`src/rtl/inst_queue.sv`:
```
// rtl/inst_queue.sv - dual-issue instruction fetch queue between icache and decode
//
// Circular buffer of {pc, inst} entries. Fetch pushes up to two instructions
// per cycle (slot 2 implicitly at pc+4); decode pops up to two in program order.
//
// Ports:
//   clk, rst            clock, asynchronous active-high reset
//   flush               empty the queue on the next edge (highest priority)
//   in_valid1/2         push slot 1 / slot 2 (slot 2 only with slot 1)
//   in_pc, in_inst1/2   PC of slot 1 and the two instruction words
//   full                count > DEPTH-2; fetch holds its request while high
//   deq1/2              pop head / head+1 (deq2 only with deq1)
//   out_valid1/2        head / head+1 entry present
//   out_pc1/2, out_inst1/2  head and head+1 entries
//   count               current occupancy
module inst_queue #(
   parameter int DEPTH = 16
) (
   input  logic                     clk,
   input  logic                     rst,
   input  logic                     flush,
   input  logic                     in_valid1,
   input  logic                     in_valid2,
   input  logic [31:0]              in_pc,
   input  logic [31:0]              in_inst1,
   input  logic [31:0]              in_inst2,
   output logic                     full,
   input  logic                     deq1,
   input  logic                     deq2,
   output logic                     out_valid1,
   output logic                     out_valid2,
   output logic [31:0]              out_pc1,
   output logic [31:0]              out_inst1,
   output logic [31:0]              out_pc2,
   output logic [31:0]              out_inst2,
   output logic [$clog2(DEPTH):0]   count
);

   localparam int PW = $clog2(DEPTH);
   localparam int CW = PW + 1;

   logic [63:0]    mem_q [DEPTH];
   logic [PW-1:0]  head_q, head_d;
   logic [PW-1:0]  tail_q, tail_d;
   logic [CW-1:0]  count_q, count_d;
   logic [PW-1:0]  head_p1;
   logic [PW-1:0]  tail_p1;
   logic [1:0]     push;
   logic [1:0]     pop;
   logic           wr1_en;
   logic           wr2_en;

   always_comb begin
      full       = count_q > CW'(DEPTH - 2);
      out_valid1 = count_q != '0;
      out_valid2 = count_q > CW'(1);
      head_p1    = head_q + PW'(1);
      tail_p1    = tail_q + PW'(1);

      // Eligibility uses the registered full, so the queue never needs to
      // reason about space freed by a same-cycle pop.
      push = 2'd0;
      if (!full && !flush && in_valid1) begin
         push = in_valid2 ? 2'd2 : 2'd1;
      end

      // Pop is bounded by the registered valids, so it can never exceed count.
      pop = {1'b0, deq1 & out_valid1} + {1'b0, deq1 & deq2 & out_valid2};

      wr1_en = push != 2'd0;
      wr2_en = push == 2'd2;

      if (flush) begin
         head_d  = '0;
         tail_d  = '0;
         count_d = '0;
      end else begin
         head_d  = head_q + PW'(pop);
         tail_d  = tail_q + PW'(push);
         count_d = count_q + CW'(push) - CW'(pop);
      end
   end

   always_ff @(posedge clk or posedge rst) begin
      if (rst) begin
         head_q  <= '0;
         tail_q  <= '0;
         count_q <= '0;
      end else begin
         head_q  <= head_d;
         tail_q  <= tail_d;
         count_q <= count_d;
      end
   end

   // Storage is deliberately not reset; validity is carried by count alone.
   always_ff @(posedge clk) begin
      if (wr1_en) begin
         mem_q[tail_q] <= {in_pc, in_inst1};
      end
      if (wr2_en) begin
         mem_q[tail_p1] <= {in_pc + 32'd4, in_inst2};
      end
   end

   assign out_pc1   = mem_q[head_q][63:32];
   assign out_inst1 = mem_q[head_q][31:0];
   assign out_pc2   = mem_q[head_p1][63:32];
   assign out_inst2 = mem_q[head_p1][31:0];
   assign count     = count_q;

endmodule

```
`config.mk`:
```
export PLATFORM = sky130hd
export DESIGN_NAME = inst_queue
export DESIGN_NICKNAME = d
export VERILOG_FILES = /design/src/rtl/inst_queue.sv
export SDC_FILE = /design/constraint.sdc
export NUM_CORES = 2
export LEC_CHECK = 0
export BUFFER_PORTS_ARGS = -buffer_cell sky130_fd_sc_hd__buf_2
export CAP_MARGIN = 10
export CELL_PAD_IN_SITES_DETAIL_PLACEMENT = 0
export CELL_PAD_IN_SITES_GLOBAL_PLACEMENT = 1
export CORE_UTILIZATION = 51
export CTS_CLUSTER_DIAMETER = 30
export DETAILED_ROUTE_END_ITERATION = 16
export PLACE_DENSITY_LB_ADDON = 0.2
export SETUP_SLACK_MARGIN = 0.4
export SYNTH_ARGS = -nofsm -noshare
export SYNTH_HDL_FRONTEND = slang
export SYNTH_SLANG_ARGS = --single-unit
```
`constraint.sdc`:
```
create_clock -name clk -period 9.31 [get_ports clk]
set_clock_uncertainty 0.1 [all_clocks]
set_input_delay 0.4655 -clock clk [delete_from_list [all_inputs] [get_ports clk]]
set_output_delay 0.4655 -clock clk [all_outputs]
set_load 0.05 [all_outputs]
```
==> results by group <==
Timing
  – TNS Setup: 0 ns
  – Actual slew at the worst max-slew pin: 1.35 ns
  – Final critical path time including I/O delays and setup: roughly 6.1 ns
  – Slew margin rel.: around a tenth
  – Count of pins over their slew limit: 0
  – Worst hold slack: 0.0814 ns
  – Highest attainable clock frequency: 164 MHz
  – Endpoints failing setup: 0
  – Period utilization: approximately two thirds
  – Count of endpoints failing hold in the final timing report: 0
  – Setup repair after global routing missed its margin: false

Pwr
  – Sw frac: 35.0%
  – Internal power consumption: 14800 uW
  – Reg power frac: 23.6%
  – Leak pwr: 0.0270 uW
  – Part of the total power dissipated in combinational logic: 35.6%
  – Share of power burned in the clock network: 40.8%
  – Worst supply voltage drop on vdd: approximately 460 uV
  – Sw Pwr: 7980 uW
  – Cell Pwr Density: 307 nW/um^2

Yosys
  – Flip-flop cell with the highest count after synthesis: sky130_fd_sc_hd__edfxtp_1
  – Number of flip-flops and latches in the synthesized netlist: 1037
  – Post-synthesis average cell area: 11.4 sq um
  – Mapped cell area: about 62000 sq um
  – Instance count of the mapped netlist: 5421
  – Unique masters post-synth: 56
  – Leading cell types by total area after synthesis: sky130_fd_sc_hd__edfxtp_1 (50%), sky130_fd_sc_hd__mux4_2 (19%), sky130_fd_sc_hd__nand2_1 (11%)
  – Number of synthesized flops with an enable pin: 1024
  – Post-synthesis cell type with the largest combined area: sky130_fd_sc_hd__edfxtp_1
  – Share of the synthesized area in the top cell type: 49.6%
  – Yosys warning count: 0
  – Share of the yosys chip area belonging to registers: 50.1%
  – Net count of the mapped netlist: 5545
  – Share of flip-flops with an asynchronous set or reset after synthesis: 1.25%

CTS
  – Clock latency on the worst-skew pair: 0.88 ns
  – Max Buffers Root-to-Sink: 4
  – Number of H-tree levels: 5
  – Number of CTS-inserted buffers: 285
  – Root Buffer: sky130_fd_sc_hd__clkbuf_16
  – Clk pin slew, worst setup/hold paths: 0.04 ns
  – TritonCTS clock tree: done
  – Sinks on the clock net: 1037

Run status
  – Outcome: completed

GRT
  – Total global routing track utilization: 37.8%
  – Total global routing overflow: 0
  – Initial antenna violation count: 21
  – First-pass GRT wire length: 331000 um
  – Largest net degree at the start of global routing: 167
  – Number of global-route vias before repair: ~48000

Worst hold path
  – Hold path endpoint: mem_q[15][62]
  – Worst hold path cell count: 2
  – Min-Delay Startpoint: in_pc[30]
  – Worst hold-check path type: primary input to flop

Critical path
  – Slack of the worst reg-to-reg path: 4.28 ns
  – Critical path class: flop to output port
  – Crit-path cells: buf_12 > nand3b_1 > a21oi_4 > buf_4 > o21ai_0 > nand4_1 > buf_2
  – Critical Path End Type: output port
  – Crit start category: flop
  – WP data arrival: 5.53 ns
  – Slowest cell on the critical path: sky130_fd_sc_hd__buf_4
  – Critical register-to-register path startpoint: count[4]
  – CP Max Fanout: 144
  – CP required: 8.74 ns
  – Worst r2r dst: mem_q[7][26]
  – Cells on worst reg2reg path: 8
  – Worst stage delay on the critical path: 1.09 ns

Routing
  – Drt wl/cell: roughly 31 um
  – Via-to-Cell Ratio: 6.56
  – ANT nets after route: 0
  – Number of DRC markers in iteration 0: 7072
  – WL final: 232000 um
  – Count of vias placed by the detailed router: 48300
  – DRC violation count after routing: 0
  – First-pass detailed-route iteration total: 6

Floorplan
  – Num ports: 239
  – Die height: between 300 and 400 um
  – Core Footprint: 120000 sq um
  – Initial Util: 51.6%
  – Core Rows: 127
  – Area of the die: 123000 sq um
  – Width of the die: around 350 um

Flow run
  – Maxcap violations: 0

Placed design
  – Quantity of I/O buffers inserted on ports: roughly 240
  – Final weighted congestion in routability-driven placement: 0.830
  – Half-perimeter wire length after placement: 119000 um

Cells and area
  – Proportion of layout cells with a drive suffix above 1: 23.4%
  – Number of nets in the finished design: ~5700
  – Synth-to-Final Area Change: 19.5%
## state kept, by name, indices dropped and copies added (netlist names)
signal and flops:
tail_q 4, mem_q 1024, head_q 4, count 5
## what timing repair did
action                                 4_1_cts  5_1_grt
resized for setup                            0        0
hold buffers                               100        0
endpoints found under the hold margin      550        0
buffers inserted                             0        0
## cells in the mapped netlist (60+ instances only)
| library cell | instances |
|---|---|
| sky130_fd_sc_hd__nand2_1 | 1836 |
| sky130_fd_sc_hd__edfxtp_1 | 1024 |
| sky130_fd_sc_hd__mux4_2 | 512 |
| sky130_fd_sc_hd__clkbuf_1 | 369 |
| sky130_fd_sc_hd__xor2_1 | 257 |
| sky130_fd_sc_hd__xnor2_1 | 213 |
| sky130_fd_sc_hd__nand4_1 | 175 |
| sky130_fd_sc_hd__buf_2 | 147 |
| sky130_fd_sc_hd__nor2_1 | 145 |
| sky130_fd_sc_hd__o21ai_0 | 145 |
| sky130_fd_sc_hd__a22oi_1 | 129 |
| sky130_fd_sc_hd__buf_1 | 91 |
| sky130_fd_sc_hd__nor3_1 | 66 |
| sky130_fd_sc_hd__nor4_1 | 65 |
| sky130_fd_sc_hd__nand3_1 | 60 |
## metal layers
layer  track usage [%]  routed length (um)  up-vias
met4              16.2                9980       22
met5                 0                 128        -
li1                  -                   -    19900
met2              57.9              106000     3498
met1              49.9               84100    24100
met3              11.4               31900      682
## placed cells by master, fill, tap and decap left out, drive strengths merged, types with 3 or more instances in the layout
cell and n:
nor4 67, diode 7, ha 17, nor4b 3, nand2b 5, mux4 512
bufinv 28, nand4 177, a21oi 8, nand4bb 4, nand2 1836, nand3 61
and2 9, o21ai 145, clkinvlp 17, a22oi 129, o211ai 24, nor4bb 3
or3 3, buf 359, dlygate4sd3 100, nor2 145, edfxtp 1024, nor3 67
clkbuf 335, and3 8, clkinv 98, and4 5, inv 22, fa 4
xnor2 213, nor2b 11, o211a 6, dfrtp 13, a211oi 10, xor2 257
## critical path: cells and delay by family (launching register included)
kind / cells / cell delay, ns
buf+inv: 3 / 2.15
simple gates: 2 / 0.85
flops: 1 / 0.78
compound gates: 2 / 0.77
## area by class of cell
| type | count | area [sq um] |
|---|---|---|
| fill | 9275 | 46200 |
| sequential | 1037 | 31100 |
| multi-input combinational | 3747 | 28700 |
| clock buffer | 335 | 7480 |
| timing repair buffer | 459 | 3170 |
| tap | 1612 | 2020 |
| clock inverter | 149 | 1580 |
| inverter | 16 | 60.1 |
| antenna | 7 | 17.5 |
## through the flow
step           total power (uW)  cells  instance area [sq um]  util (%)  setup WS [ns]
5_1_grt                   23400   7360                  74100      61.6           3.01
4_1_cts                   22800   7353                  74100      61.6           3.27
2_1_floorplan             11600   5421                  62000         -           2.01
6_report                  22800   7362                  74100      61.6           3.21
3_5_place_dp              13500   6769                  64000      53.2           4.21
3_3_place_gp              13400   6769                  64000      53.2           4.17
## power by group through the flow
stage	combinational (uW)	sequential [uW]	clock, uW
after global routing	8480	5390	9570
after detailed placement	8010	5450	0
after CTS	8070	5380	9310
after global placement	7970	5450	0
final	8110	5380	9290
after floorplan	6240	5400	0
## how the worst max path moves through the flow
stage / startpoint / endpoint / slack (ns) / depth (start not counted)
after floorplan: count[4] / mem_q[1][0] / 2.01 / 8
after global placement: head_q[1] / out_pc2[22] / 4.17 / 7
after detailed placement: head_q[0] / out_pc2[22] / 4.21 / 7
after CTS: head_q[0] / out_pc2[22] / 3.27 / 7
after global routing: head_q[0] / out_inst2[1] / 3.01 / 7
final: head_q[0] / out_inst2[5] / 3.21 / 7
## cells by family after synthesis
kind of cell / share of synthesized area, %
simple gates: 16.4
flops: 50.1
buf+inv: 4.23
mux: 18.6
xor+xnor: 6.64
compound gates: 3.51
fa+ha+maj: 0.472
(Power assumes the default switching activity.)
